--- src/rtl/tdm_pkg.sv ---
// Shared types and constants for the TDM receive demux.
// Optional feature macro: TDM_DEMUX_PARITY_EN (adds one even-parity bit per slot).
package tdm_pkg;

  typedef enum logic {
    HUNT = 1'b0,
    RUN  = 1'b1
  } tdm_state_t;

  // Frame starts at bit 0 of slot 0; used for both counters.
  localparam int FRAME_SYNC_POS = 0;

`ifdef TDM_DEMUX_PARITY_EN
  localparam bit PARITY_EN = 1'b1;
`else
  localparam bit PARITY_EN = 1'b0;
`endif

  // Serial bits per slot: data bits plus the optional trailing parity bit.
  function automatic int slot_len(input int width);
    return PARITY_EN ? width + 1 : width;
  endfunction

endpackage

--- src/rtl/tdm_slot_shreg.sv ---
// Per-channel slot assembler: shifts serial data MSB first and latches the
// finished word (and parity check result) on the load strobe.
// Optional feature macro: TDM_DEMUX_PARITY_EN.
module tdm_slot_shreg #(
  parameter int WIDTH = 8
) (
  input  logic             clk_i,
  input  logic             rst_n_i,
  input  logic             shift_en_i,
  input  logic             load_i,
  input  logic             din_i,
  output logic [WIDTH-1:0] data_o,
  output logic             perr_o
);

`ifdef TDM_DEMUX_PARITY_EN
  // All WIDTH data bits are held; the last serial bit is parity only.
  logic [WIDTH-1:0] sh_q;

  // Shift data bits; on the parity bit the register already holds the word.
  always_ff @(posedge clk_i or negedge rst_n_i) begin
    if (!rst_n_i) begin
      sh_q   <= '0;
      data_o <= '0;
      perr_o <= 1'b0;
    end else begin
      if (load_i) begin
        data_o <= sh_q;
        perr_o <= ^{sh_q, din_i};
      end
      if (shift_en_i) sh_q <= {sh_q[WIDTH-2:0], din_i};
    end
  end
`else
  // Only WIDTH-1 bits are stored; the final bit is taken straight from din.
  logic [WIDTH-2:0] sh_q;
  logic [WIDTH-1:0] word;

  assign word   = {sh_q, din_i};
  assign perr_o = 1'b0;

  // Shift every data bit and capture the word on its last bit.
  always_ff @(posedge clk_i or negedge rst_n_i) begin
    if (!rst_n_i) begin
      sh_q   <= '0;
      data_o <= '0;
    end else begin
      if (load_i)     data_o <= word;
      if (shift_en_i) sh_q   <= word[WIDTH-2:0];
    end
  end
`endif

endmodule

--- src/rtl/tdm_demux4.sv ---
// TDM receive demux: frame alignment FSM, bit/slot counters, sync error
// pulse and per-channel valid pulses; one tdm_slot_shreg per channel.
// Optional feature macro: TDM_DEMUX_PARITY_EN.
module tdm_demux4
  import tdm_pkg::*;
#(
  parameter int NCH   = 4,
  parameter int WIDTH = 8
) (
  input  logic                 clk_i,
  input  logic                 rst_n_i,
  input  logic                 din_i,
  input  logic                 fsync_i,
  output logic [NCH*WIDTH-1:0] ch_data_o,
  output logic [NCH-1:0]       ch_valid_o,
  output logic [NCH-1:0]       ch_perr_o,
  output logic                 locked_o,
  output logic                 sync_err_o
);

  localparam int SLEN = slot_len(WIDTH);
  localparam int BW   = $clog2(SLEN);
  localparam int SW   = $clog2(NCH);

  localparam logic [BW-1:0] BIT_LAST  = BW'(SLEN - 1);
  localparam logic [BW-1:0] BIT_SYNC  = BW'(FRAME_SYNC_POS);
  localparam logic [SW-1:0] SLOT_LAST = SW'(NCH - 1);
  localparam logic [SW-1:0] SLOT_SYNC = SW'(FRAME_SYNC_POS);

  tdm_state_t      state_q, state_d;
  logic [BW-1:0]   bit_cnt_q, bit_cnt_d;
  logic [SW-1:0]   slot_cnt_q, slot_cnt_d;
  logic [NCH-1:0]  valid_q;
  logic            sync_err_q, sync_err_d;

  logic            last_bit, at_sync;
  logic [BW-1:0]   bit_inc;
  logic [SW-1:0]   slot_inc;
  logic            sh_any, ld_any;
  logic [SW-1:0]   sh_slot;
  logic [NCH-1:0]  sh_en, ld;

  assign last_bit = (bit_cnt_q == BIT_LAST);
  assign at_sync  = (bit_cnt_q == BIT_SYNC) && (slot_cnt_q == SLOT_SYNC);
  assign bit_inc  = last_bit ? '0 : bit_cnt_q + BW'(1);
  assign slot_inc = !last_bit ? slot_cnt_q :
                    (slot_cnt_q == SLOT_LAST) ? '0 : slot_cnt_q + SW'(1);

  // Next state, counters and shift/load steering. A completing word is
  // loaded even when an unexpected fsync realigns on the same edge.
  always_comb begin
    state_d    = state_q;
    bit_cnt_d  = bit_cnt_q;
    slot_cnt_d = slot_cnt_q;
    sync_err_d = 1'b0;
    sh_any     = 1'b0;
    ld_any     = 1'b0;
    sh_slot    = slot_cnt_q;
    case (state_q)
      HUNT: begin
        if (fsync_i) begin
          state_d    = RUN;
          bit_cnt_d  = BIT_SYNC + BW'(1);
          slot_cnt_d = SLOT_SYNC;
          sh_any     = 1'b1;
          sh_slot    = SLOT_SYNC;
        end
      end
      RUN: begin
        if (at_sync && !fsync_i) begin
          // Marker missing where expected: drop the bit and re-hunt.
          state_d    = HUNT;
          sync_err_d = 1'b1;
          bit_cnt_d  = '0;
          slot_cnt_d = '0;
        end else begin
          ld_any = last_bit;
          if (fsync_i && !at_sync) begin
            // Marker in the wrong place: abandon the partial slot and
            // treat this bit as the start of a new frame.
            sync_err_d = 1'b1;
            sh_any     = 1'b1;
            sh_slot    = SLOT_SYNC;
            bit_cnt_d  = BIT_SYNC + BW'(1);
            slot_cnt_d = SLOT_SYNC;
          end else begin
            // Parity bits are checked but never shifted into the data.
            sh_any     = !(PARITY_EN && last_bit);
            bit_cnt_d  = bit_inc;
            slot_cnt_d = slot_inc;
          end
        end
      end
      default: state_d = HUNT;
    endcase
  end

  // FSM, counters and the registered pulse outputs.
  always_ff @(posedge clk_i or negedge rst_n_i) begin
    if (!rst_n_i) begin
      state_q    <= HUNT;
      bit_cnt_q  <= '0;
      slot_cnt_q <= '0;
      valid_q    <= '0;
      sync_err_q <= 1'b0;
    end else begin
      state_q    <= state_d;
      bit_cnt_q  <= bit_cnt_d;
      slot_cnt_q <= slot_cnt_d;
      valid_q    <= ld;
      sync_err_q <= sync_err_d;
    end
  end

  for (genvar k = 0; k < NCH; k++) begin : g_slot
    assign sh_en[k] = sh_any && (sh_slot == SW'(k));
    assign ld[k]    = ld_any && (slot_cnt_q == SW'(k));

    tdm_slot_shreg #(.WIDTH(WIDTH)) u_shreg (
      .clk_i      (clk_i),
      .rst_n_i    (rst_n_i),
      .shift_en_i (sh_en[k]),
      .load_i     (ld[k]),
      .din_i      (din_i),
      .data_o     (ch_data_o[k*WIDTH +: WIDTH]),
      .perr_o     (ch_perr_o[k])
    );
  end

  assign ch_valid_o = valid_q;
  assign sync_err_o = sync_err_q;
  assign locked_o   = (state_q == RUN);

endmodule

--- config.mk ---
export PLATFORM = sky130hd
export DESIGN_NAME = tdm_demux4
export DESIGN_NICKNAME = d
export VERILOG_FILES = /design/src/rtl/tdm_pkg.sv /design/src/rtl/tdm_slot_shreg.sv /design/src/rtl/tdm_demux4.sv
export SDC_FILE = /design/constraint.sdc
export NUM_CORES = 1
export LEC_CHECK = 0
export ABC_AREA = 1
export CAP_MARGIN = 0
export CORE_MARGIN = 5
export CORE_UTILIZATION = 57
export CTS_CLUSTER_SIZE = 14
export DETAILED_ROUTE_END_ITERATION = 16
export GPL_ROUTABILITY_DRIVEN = 1
export HOLD_SLACK_MARGIN = 0.08
export PLACE_DENSITY_LB_ADDON = 0.08
export RECOVER_POWER = 100
export SLEW_MARGIN = 20
export SYNTH_ARGS = -nofsm -noshare
export SYNTH_HDL_FRONTEND = slang
export SYNTH_SLANG_ARGS = --single-unit
--- constraint.sdc ---
create_clock -name clk_i -period 3.59 [get_ports clk_i]
set_input_delay 0.5385 -clock clk_i [delete_from_list [all_inputs] [get_ports clk_i]]
set_output_delay 0.5385 -clock clk_i [all_outputs]
set_load 0.02 [all_outputs]
==> impl.org <==
** Routing
- Before antenna repair, the detailed router went through 4 iterations.
- In this run, the number of DRC markers left after iteration 0 of detailed routing was 163.
- The highest layer touched by signal routing is met4.
- Wirelength per Cell :: 12.9 um
- After detailed routing, the met2 layer carries 2.79 mm of wire.
- In the detailed route, the total length drawn on met3 is 297 um.
- Total number of vias :: 2309
- After detailed routing, the total wire length is 5.94 mm.
- Count of antenna-violating nets left after detailed routing :: 0
- In the routed design, unresolved DRC markers number 0.
- After detailed routing, the number of vias per cell comes to 5.03.
- After detailed routing, the wire length on met1 is 2.76 mm.

** Worst setup path
- The worst setup path is launched from a flop.
- STA puts the critical path data required time at 3.86 ns.
- STA puts the critical path data arrival time at 2.97 ns.
- Worst setup path category :: flop to flop
- STA classifies the critical path endpoint as a flop.
- Cells along the critical path :: inv_1 > ha_1 > nand3_1 > inv_1 > ha_1 > nor2_1 > nand2_4 > nor2_1 > nand2_1 > nand2_1
- CP bufs+invs :: 2
- Maximum fanout along the worst path :: 36
- Worst path max stage delay :: 0.55 ns
- In this run the number of cells on the critical path is 10.
- Largest delay share family, worst path :: simple AND/OR/NAND/NOR gates
- Counting cells, the worst reg-to-reg path comes to 10.
- On the critical path, the stage with the largest delay is an instance of nor2_1.

** Clock tree
- In this run, post-CTS repair resized a total of 0 instances.
- Reg clk slew, reported paths :: 0.07 ns
- CTS H-tree lvls :: 3
- In this run, CTS created clock tree buffers numbering 9.
- Post-CTS setup repair buffer count :: 0
- At the later pin of the worst-skew pair, clock insertion delay measures 0.33 ns.
- For this design, the sink count on the clock tree is 71.
- Root Buffer Master :: clkbuf_8
- For this design, the CTS-stage hold fixing added 0 buffers.
- TritonCTS built the clock tree.
- The longest clock path from root to sink contains 2 buffers.

** Finish
- Commonest non-fill, non-tap cell in the layout :: nand2_1
- In the final design database the tool counted 397 nets.
- From synthesis to final layout, the design area changed by 19.3%.
- Antenna cell count :: 0
- Top library cells by usage in the layout, fill and taps aside :: nand2_1 (150), dfrtp_1 (71), dlygate4sd3_1 (38), o21ai_0 (36), inv_1 (19)
- Share of layout cells above drive strength 1 :: 0.0591

** Timing
- After layout, the minimum clock period comes to 2.71 ns.
- For the pin with the worst max-slew slack, the measured transition is 1.68 ns.
- Crit share post-route :: 0.754
- Worst-case clock skew :: 0.00751 ns
- Final setup viols :: 0
- Worst slew slack as a fraction of its limit :: -0.121
- The number of pins with negative max-slew slack in the final report came to 34.
- Static timing analysis puts the maximum clock frequency at 0.369 GHz.
- After routing, the total negative slack on setup checks comes to 0 ns.
- The number of hold violations in the final report is 0.
- The tightest hold path in the finished design has a slack of 0.475 ns.
- Setup repair after global routing missed its margin :: false

** Floorplanning
- Die Ht :: 83.1 um
- Ports :: 46
- After floorplanning, the core was sized to cover 5140 um^2.
- Die area :: 6900 um^2
- The initial utilization of the core area, before any placement, comes to 0.592.
- Horizontal die dimension :: 83.1 um
- Row cnt :: 26

** Hold path
- Worst hold path cell count :: 2
- Hold Crit Class :: flop to flop

** Synthesis
- Yosys printed 0 warnings.
- Post-Syn Area :: 3040 um^2
- For this run, the register share of the synthesized area comes to 0.584.
- Distinct cell type count after synthesis :: 19
- Dividing the synthesized area by the synthesized cell count gives 9.06 um^2.
- FF+latch count, synth :: 71
- Synthesis produced 336 cells.

** Global route
- The initial antenna violation count came to 0.
- Residual overflow from global routing :: 0
- Total routing usage reported by global routing :: 0.186
- The first global-routing pass estimated 10.5 mm of wire.
- Via count of the first global-routing pass :: 2189
- Largest net degree at the start of global routing :: 37

** Power and ir drop
- IR drop worst, VDD :: 464 uV
- Overall power consumption after layout is estimated at 2.54 mW.
- In this run the power density over the cells is 700 nW/um^2.
- Leak Pwr :: 2.11 nW

** Placed design
- Weighted congestion reported at the end of routability-driven placement :: 0.877
- The wire-length estimate of the detail-placed layout is 4.25 mm.
- # port buffers :: 41

** Job
- Max Cap Violations :: 1

** Outcome
- Result of the run :: finished with violations
- Violations in the final reports :: max-capacitance violations, max-slew violations
==> flip-flops by register name, indices dropped and copies added, names as in the netlist <==
| name | cells |
|---|---|
| g_slot.u_shreg.sh_q | 28 |
| sync_err_o | 1 |
| g_slot.u_shreg.data_o | 32 |
| locked_o | 1 |
| bit_cnt_q | 3 |
| ch_valid_o | 4 |
| slot_cnt_q | 2 |
==> logic make-up after synthesis <==
kind of cell	after synthesis	share of synthesized area
AO/OA/AOI/OAI	38	0.0625
flip-flops	71	0.584
buffers and inverters	30	0.0444
AND/OR/NAND/NOR	187	0.271
adder cells (fa/ha/maj)	9	0.0370
other	1	0.00123
==> per-layer routing <==
metal	vias up	global-route usage
met1	1095	0.253
met4	0	0.0877
met3	10	0.0396
li1	1149	-
met2	55	0.286
met5	-	0
==> Yosys cell counts <==
| cell | n | area (um^2) |
|---|---|---|
| dfrtp_1 | 71 | 1780 |
| conb_1 | 1 | 3.75 |
| nor2_1 | 3 | 11.3 |
| clkinv_1 | 1 | 3.75 |
| buf_4 | 4 | 30.0 |
| nand3_1 | 18 | 90.1 |
| nand2_4 | 7 | 78.8 |
| inv_1 | 19 | 71.3 |
| buf_6 | 1 | 11.3 |
| nand2_2 | 4 | 25.0 |
| clkbuf_1 | 4 | 15.0 |
| ha_1 | 9 | 113 |
| nand2_1 | 146 | 548 |
| o21ai_0 | 36 | 180 |
| nor2_2 | 5 | 31.3 |
| nor2_4 | 3 | 33.8 |
| inv_2 | 1 | 3.75 |
| nand4_1 | 1 | 6.26 |
| a21oi_1 | 2 | 10.0 |
==> final cells by class <==
cell class | count | area, um^2
fill | 439 | 1510
multi-input combinational | 238 | 1080
timing repair buffer | 43 | 412
clock inverter | 4 | 45.0
tap | 70 | 87.6
sequential | 71 | 1780
clock buffer | 12 | 145
inverter | 21 | 78.8
==> worst reg2reg max path: stages, from the launching register on <==
cell and delay [ns]:
dfrtp_1 0.43, inv_1 0.12, ha_1 0.24, nand3_1 0.12
inv_1 0.06, ha_1 0.21, nor2_1 0.38, nand2_4 0.30
nor2_1 0.57, nand2_1 0.12, nand2_1 0.10
==> final timing paths <==
path / startpoint / endpoint / slack (ns)
max reg2reg: slot_cnt_q[0]$_DFFE_PN0P_ / g_slot[2].u_shreg.data_o[3]$_DFFE_PN0P_ / 0.88
min in group asynchronous: rst_n_i / ch_valid_o[2]$_DFF_PN0_ / 0.63
max in group asynchronous: rst_n_i / g_slot[0].u_shreg.sh_q[2]$_DFFE_PN0P_ / 1.16
min: g_slot[1].u_shreg.sh_q[6]$_DFFE_PN0P_ / g_slot[1].u_shreg.sh_q[6]$_DFFE_PN0P_ / 0.47
max: slot_cnt_q[0]$_DFFE_PN0P_ / g_slot[2].u_shreg.data_o[3]$_DFFE_PN0P_ / 0.88
min reg2reg: g_slot[1].u_shreg.sh_q[6]$_DFFE_PN0P_ / g_slot[1].u_shreg.sh_q[6]$_DFFE_PN0P_ / 0.47
==> metrics by stage <==
stage          setup WS (ns)  cells  utilization  instance area [um^2]
6_report               0.882    459        0.706                  3630
5_1_grt                0.659    459        0.706                  3630
4_1_cts                 1.33    459        0.719                  3700
3_5_place_dp            1.09    443        0.682                  3510
3_3_place_gp            1.17    443        0.682                  3510
2_1_floorplan           1.78    339            -                  3050
==> where the power goes <==
group | switching (mW) | total (mW) | internal, mW | leakage [nW]
sequential | 0.137 | 1.13 | 0.991 | 0.960
combinational | 0.542 | 0.803 | 0.261 | 1.05
clock | 0.275 | 0.612 | 0.337 | 0.100
Power figures use the tool's default switching activity.
